<file path="src/rtl/click_tagger.sv">
// click_tagger: multi-channel click time-tagger; stamps {channel,timer} into a FWFT FIFO.
// Optional: define CLICK_DROPCNT_EN to add the saturating drop_cnt output.
module click_tagger #(
    parameter int NCH   = 8,
    parameter int CW    = 3,
    parameter int TW    = 29,
    parameter int DEPTH = 16,
    parameter int AW    = 4
) (
    input  logic                 clk,
    input  logic                 rst_n,
    input  logic [NCH-1:0]       click,
    input  logic [TW-1:0]        timer,
    input  logic                 clear,
    output logic [CW+TW-1:0]     out_data,
    output logic                 out_valid,
    input  logic                 out_ready,
    output logic [AW:0]          level,
    output logic                 ovf
`ifdef CLICK_DROPCNT_EN
    ,
    output logic [15:0]          drop_cnt
`endif
);

    logic [NCH-1:0]   s1, s2, s3;
    logic [NCH-1:0]   edge_det, pend, drain, lost;
    logic [TW-1:0]    ts [NCH];
    logic [CW+TW-1:0] mem [DEPTH];
    logic [AW-1:0]    wr_ptr, rd_ptr;
    logic [CW-1:0]    sel;
    logic             any_pend, full, pop, wr_en;

    assign edge_det  = s2 & ~s3;
    assign full      = (level == (AW+1)'(DEPTH));
    assign out_valid = (level != '0);
    assign out_data  = out_valid ? mem[rd_ptr] : '0;

    // A full FIFO still accepts a write when the head is popped in the same cycle.
    always_comb begin
        sel      = '0;
        any_pend = 1'b0;
        for (int unsigned i = 0; i < NCH; i++) begin
            if (pend[i] && !any_pend) begin
                sel      = CW'(i);
                any_pend = 1'b1;
            end
        end
        pop   = out_valid & out_ready;
        wr_en = any_pend & (~full | pop);
        drain = '0;
        if (wr_en)
            drain[sel] = 1'b1;
        lost = edge_det & pend & ~drain;
    end

    always_ff @(posedge clk or negedge rst_n) begin
        if (!rst_n) begin
            s1     <= '0;
            s2     <= '0;
            s3     <= '0;
            pend   <= '0;
            wr_ptr <= '0;
            rd_ptr <= '0;
            level  <= '0;
            ovf    <= 1'b0;
            for (int unsigned i = 0; i < NCH; i++)
                ts[i] <= '0;
        end else begin
            s1 <= click;
            s2 <= s1;
            s3 <= s2;
            if (clear) begin
                pend   <= '0;
                wr_ptr <= '0;
                rd_ptr <= '0;
                level  <= '0;
                ovf    <= 1'b0;
            end else begin
                // A new edge on a slot being drained this cycle re-arms it.
                for (int unsigned i = 0; i < NCH; i++) begin
                    if (edge_det[i] && !lost[i]) begin
                        pend[i] <= 1'b1;
                        ts[i]   <= timer;
                    end else if (drain[i]) begin
                        pend[i] <= 1'b0;
                    end
                end
                if (|lost)
                    ovf <= 1'b1;
                if (wr_en)
                    wr_ptr <= wr_ptr + AW'(1);
                if (pop)
                    rd_ptr <= rd_ptr + AW'(1);
                case ({wr_en, pop})
                    2'b10:   level <= level + (AW+1)'(1);
                    2'b01:   level <= level - (AW+1)'(1);
                    default: level <= level;
                endcase
            end
        end
    end

    always_ff @(posedge clk) begin
        if (wr_en && !clear)
            mem[wr_ptr] <= {sel, ts[sel]};
    end

`ifdef CLICK_DROPCNT_EN
    logic [16:0] drop_sum;

    always_comb begin
        drop_sum = {1'b0, drop_cnt};
        for (int unsigned i = 0; i < NCH; i++)
            drop_sum = drop_sum + 17'(lost[i]);
    end

    always_ff @(posedge clk or negedge rst_n) begin
        if (!rst_n)
            drop_cnt <= '0;
        else if (clear)
            drop_cnt <= '0;
        else if (drop_sum[16])
            drop_cnt <= '1;
        else
            drop_cnt <= drop_sum[15:0];
    end
`endif

endmodule
</file>
<file path="config.mk">
export PLATFORM = sky130hd
export DESIGN_NAME = click_tagger
export DESIGN_NICKNAME = d
export VERILOG_FILES = /design/src/rtl/click_tagger.sv
export SDC_FILE = /design/constraint.sdc
export NUM_CORES = 1
export LEC_CHECK = 0
export ABC_CLOCK_PERIOD_IN_PS = 4800
export CAP_MARGIN = 20
export CORE_MARGIN = 2
export CORE_UTILIZATION = 50
export CTS_BUF_LIST = sky130_fd_sc_hd__clkbuf_8
export DETAILED_ROUTE_END_ITERATION = 12
export MAX_ROUTING_LAYER = met4
export PLACE_DENSITY = 0.69
export SETUP_SLACK_MARGIN = 0.15
export SYNTH_ARGS = -nofsm -noshare
export SYNTH_HDL_FRONTEND = slang
export SYNTH_SLANG_ARGS = --single-unit
export TNS_END_PERCENT = 30
</file>
<file path="constraint.sdc">
create_clock -name clk -period 4.8 [get_ports clk]
set_input_delay 1.2 -clock clk [delete_from_list [all_inputs] [get_ports clk]]
set_output_delay 1.2 -clock clk [all_outputs]
set_load 0.01 [all_outputs]
</file>
==> flow_summary.ini, run 1 <==
[run_status]
status = finished, final reports clean

[routing]
viasPerCell = 5.75
drc_errors = 0
drtPass1Iterations = 5
routedWlPerCell_um = 23.7
wl_um = 70700
ant_nets = 0
vias = 17100
drt_iter0_drc = 1583

[finish]
drive_above_1_share_pct = 31.2
final_common_cell = edfxtp_1
area_growth_pct = 14.5
fill_cells = 4718
nets = 2070
design_area_um2 = 36600
register_area_um2 = 22300
final_cell_mix = edfxtp_1, dfrtp_1, nand2_1
multiInputGateArea_um2 = 9230

[floorplan]
core_um2 = 63200
rows = 92
die_x_um = 257
initial_utilization_pct = 50.6
die_area_um2 = 66000
die_height_um = 257
io_pins = 80

[setup_path]
r2r_slack_ns = 1.13
crit_arrival_ns = 3.39
rr_worst_depth = 8
r2r_start = pend[2]$_DFFE_PN0P_
r2r_end = mem[8][17]$_DFFE_PP_
required_ns = 3.60
path_class = flop to output port
cp-end-kind = output port
path_max_fanout = 35
startpoint_type = flop

[cts]
clkSlewWorstSetupHoldPaths_ns = 0.06
htree_levels = 4
cts.path.max_buffers = 3
cts_tree = done
numClockSinks = 790
clkLatencyLatePin_ns = 0.80
ctsHoldBuffers = 0
cts_root_buffer = clkbuf_8
cts_made_buffers = 131

[timing]
finalHoldViolations = 0
tightest_slew_ns = 1.06
setup_viol = 0
slew_headroom_pct = 29.3
rsz0062_at_grt = yes
tns_ns = 0
fin_ws_ns = 0.214
min_period_ns = 4.59
max_clock_freq_ghz = 0.218
fin_crit_sh_pct = 95.5
skew_ns = 0.0363
drv_slew = 0

[synth]
yosysTopAreaCell = edfxtp_1
ys_types = 56
yosys.area.top_type_share_pct = 48.1
yosysSeqAreaShare_pct = 69.9
yosysWarnings = 0
syn_nets = 1905
synthCells = 1857
synth_seq_cells = 790
syn_area_um2 = 32000
async_flop_share_pct = 35.2
yosys_most_used_dff = edfxtp_1
synthTopCellsByArea = edfxtp_1, dfrtp_1, mux4_2
avgSynthCellArea_um2 = 17.2
synth-edff-count = 512

[pwr]
peakVddDrop_mv = 0.299
power_density_nw_per_um2 = 489
power_leakage_nw = 13.1

[grt]
met1_usage_pct = 28.6
grt_max_degree = 134
use_met3_pct = 5.74
grt_use_met2_pct = 36.9
overflow = 0
grt_busiest_layer = met2
antenna_found_initial = 7
grt_usage_pct = 22.7
grt_pass1_vias = 18000
grt_pass1_wl_um = 108000

[placed_design]
post-place-ws_ns = 0.770
place.gp.congestion = 0.766
place_area_um2 = 34100
hpwl_um = 39300
io_buffers = 79

[run]
cap_violations = 0

[min_path]
hp-class = flop to flop
whs_path_depth = 0
min_to = s2[6]$_DFF_PN0_
hp-start = s1[6]$_DFF_PN0_
## cell families (layout without fill, tap and decap cells)
logic type | Yosys count | in the layout | share of synthesized area, %
AOI/OAI and AO/OA | 159 | 159 | 2.67
xor gates and xnor gates | 10 | 10 | 0.274
adders and majority gates | 7 | 7 | 0.274
buffers and inverters | 115 | 379 | 1.59
DFF | 790 | 790 | 69.9
muxes | 392 | 392 | 19.7
other | 0 | 10 | 0
and+or+nand+nor | 384 | 384 | 5.66
## area by class of cell
type                            count  area share (%)
Inverter                            8          0.0855
Clock inverter                     85            1.11
Antenna cell                       10          0.0684
Sequential cell                   790            61.1
Clock buffer                      147            5.53
Multi-Input combinational cell    952            25.2
Tap cell                          846            2.89
Timing Repair Buffer              139            4.05
## sequential cells by signal, indices dropped and copies added, names as in the netlist
name    count
level       5
mem       512
ovf         1
pend        8
rd_ptr      4
s1          8
s2          8
s3          8
ts        232
wr_ptr      4
## per-stage QoR
step                      hold WS (ns)  util (%)  total power, mW  instances
after floorplan                  0.331         -             11.0       1857
after global placement           0.334      53.9             12.4       2731
after detailed placement         0.335      53.9             12.6       2731
after CTS                        0.344      57.8             18.1       2967
after global routing             0.348      57.9             18.7       2974
final                            0.333      57.9             17.9       2977
## where the power goes
part           internal, mW  switching [mW]
Combinational          1.83            2.01
Clock                  2.85            2.61
Sequential             8.28           0.300
Total                  13.0            4.92
## Yosys cell counts, types with 4 or more instances
cell / count
a21oi_1: 129
and2_1: 13
and3_1: 5
buf_1: 11
buf_2: 25
buf_6: 5
clkbuf_1: 64
dfrtp_1: 278
edfxtp_1: 512
ha_1: 7
inv_1: 7
mux2_2: 212
mux2_4: 20
mux4_2: 160
nand2_1: 250
nand2b_1: 6
nand3_1: 4
nor2_1: 18
nor2b_1: 37
o21ai_0: 8
or4_1: 29
xnor2_1: 5
xor2_1: 5
## critical path, cell delays in order (launching register included)
cell	delay (ns)
dfrtp_4	0.56
buf_16	0.28
mux4_2	0.53
mux4_2	0.53
nor2b_1	0.17
clkdlybuf4s50_1	0.52
## worst max-delay path by stage
| stage | from | endpoint | cells past startpoint |
|---|---|---|---|
| finish | rd_ptr[0]$_DFFE_PN0P_ | out_data[8] | 5 |
| global route | rd_ptr[0]$_DFFE_PN0P_ | out_data[29] | 5 |
| detailed placement | rd_ptr[0]$_DFFE_PN0P_ | out_data[8] | 5 |
| CTS | rd_ptr[0]$_DFFE_PN0P_ | out_data[7] | 6 |
| floorplan | rd_ptr[0]$_DFFE_PN0P_ | out_data[10] | 6 |
| global placement | rd_ptr[0]$_DFFE_PN0P_ | out_data[29] | 5 |
## per-layer routing
metal | vias to the layer above | routed length, um | part of all wire (%)
met5 | - | 0 | 0
met4 | 0 | 1430 | 2.0
met3 | 120 | 4870 | 6.9
met2 | 568 | 35800 | 51
met1 | 8961 | 28500 | 40
li1 | 7458 | - | -
## repair_timing
action                                  in CTS  in global routing
hold endpoints to repair                     0                  0
endpoints found under the setup margin      31                 24
resized for setup                            2                  2
buffers inserted                             4                  0
Note: power is estimated with default switching activity, not from simulation.
==> run 2, diff against run 1 <==
SLEW_MARGIN = 20   (was default)
==> run 2 against run 1 <==
Against the previous run:
- the run now ends with antenna rules left
- sequential power barely moved
- fmax fell by 0.55%
- critical path depth did not move
==> flow_summary.ini, run 2 (same netlist as run 1, synthesis figures left out) <==
[run_status]
status = finished with violations
failed_checks = antenna rules

[floorplan]
die_height_um = 257
io_pins = 80
die_x_um = 257
rows = 92
core_um2 = 63200
die_area_um2 = 66000
initial_utilization_pct = 50.6

[setup_path]
path_class = flop to output port
crit_arrival_ns = 3.41
required_ns = 3.60
startpoint_type = flop
cp-end-kind = output port
path_max_fanout = 28

[finish]
final_common_cell = edfxtp_1
nets = 2071
largest_reg_flops = 512
drive_above_1_share_pct = 31.2
fill_cells = 4709
layout.cells.non_filler = 2981
reg_top3 = mem: 512 flops, ts: 232 flops
register_area_um2 = 22300
area_growth_pct = 14.6
multiInputGateArea_um2 = 9230
design_area_um2 = 36600
final_cell_mix = edfxtp_1, dfrtp_1, nand2_1
largest_register = mem

[timing]
skew_ns = 0.0353
tightest_slew_ns = 0.901
fin_crit_sh_pct = 96.1
fin_ws_ns = 0.189
finalHoldViolations = 0
min_period_ns = 4.61
tns_ns = 0
max_clock_freq_ghz = 0.217
drv_slew = 0
setup_viol = 0
rsz0062_at_grt = yes
slew_headroom_pct = 39.9

[placed_design]
hpwl_um = 39300
dp_cells = 2731
place_area_um2 = 34100
io_buffers = 79
post-place-ws_ns = 0.770
place.gp.congestion = 0.766

[cts]
cts_tree = done
numClockSinks = 790
cts_made_buffers = 131
cts_root_buffer = clkbuf_8
clkLatencyLatePin_ns = 0.79
htree_levels = 4
cts.path.max_buffers = 3
clkSlewWorstSetupHoldPaths_ns = 0.05

[grt]
grt_pass1_vias = 18000
overflow = 0
grt_pass1_wl_um = 108000
grt_usage_pct = 22.7
antenna_found_initial = 7
grt_max_degree = 134

[pwr]
power_leakage_nw = 13.1
peakVddDrop_mv = 0.298
power_density_nw_per_um2 = 489

[routing]
ant_nets = 1
vias = 17100
viasPerCell = 5.73
wl_um = 70700
drc_errors = 0
drtPass1Iterations = 5
routedWlPerCell_um = 23.7
drt_iter0_drc = 1400

[min_path]
hp-class = primary input to asynchronous set/reset pin

[run]
cap_violations = 0
[run 2: cell count changes in the layout (fill, tap and decap cells not counted)]
| cell | before | now |
|---|---|---|
| buf_16 | 3 | 4 |
| diode_2 | 10 | 13 |
[run 2: layout make-up]
| cell class | count | area share [%] |
|---|---|---|
| clock buffers | 147 | 5.52 |
| inverters | 8 | 0.0854 |
| repair buffers | 140 | 4.12 |
| diodes | 13 | 0.0888 |
| clock inverters | 85 | 1.11 |
| multi-input cells | 952 | 25.2 |
| well taps | 846 | 2.89 |
| flip-flops and latches | 790 | 61.0 |
[run 2: critical path, cell delays in order (launching register included)]
cell and delay (ns):
dfrtp_4 0.55, buf_16 0.26, mux4_2 0.53, mux4_2 0.49, nor2b_1 0.21, clkdlybuf4s50_1 0.56
[run 2: timing repair]
item                                    in CTS  in global routing
endpoints found under the setup margin      31                 24
hold buffers                                 0                  0
buffers inserted                             4                  0
gates resized for setup                      2                  2
pin swaps                                    0                  0
[run 2: final timing paths]
kind                                  startpoint              endpoint  cells past startpoint  slack [ns]
min                                        rst_n    ts[52]$_DFFE_PN0P_                      1        0.33
min in group clk                 s1[6]$_DFF_PN0_       s2[6]$_DFF_PN0_                      0        0.33
max reg2reg                  pend[2]$_DFFE_PN0P_  mem[8][17]$_DFFE_PP_                      8        1.12
min reg2reg                      s1[6]$_DFF_PN0_       s2[6]$_DFF_PN0_                      0        0.33
max                        rd_ptr[0]$_DFFE_PN0P_          out_data[10]                      5        0.19
max in group asynchronous                  rst_n    ts[39]$_DFFE_PN0P_                      3        3.29
[run 2: report_power, final]
| part | leakage [nW] | internal (mW) | switching (mW) |
|---|---|---|---|
| clock network | 1.39 | 2.85 | 2.61 |
| logic | 3.79 | 1.83 | 2.01 |
| registers | 7.96 | 8.28 | 0.301 |
[run 2: per-stage QoR]
| step | util, % | total power [mW] | hold WS [ns] |
|---|---|---|---|
| after floorplan | - | 11.0 | 0.331 |
| after global placement | 53.9 | 12.4 | 0.334 |
| after detailed placement | 53.9 | 12.6 | 0.335 |
| after CTS | 57.8 | 18.1 | 0.344 |
| after global routing | 57.9 | 18.7 | 0.309 |
| final | 58.0 | 17.9 | 0.328 |
[run 2: metal layers]
metal | vias up | part of all wire [%] | track usage, %
li1 | 7460 | - | -
met1 | 8943 | 40 | 28.6
met2 | 571 | 51 | 36.9
met3 | 118 | 7.0 | 5.74
met4 | 0 | 2.0 | 6.54
met5 | - | 0 | -
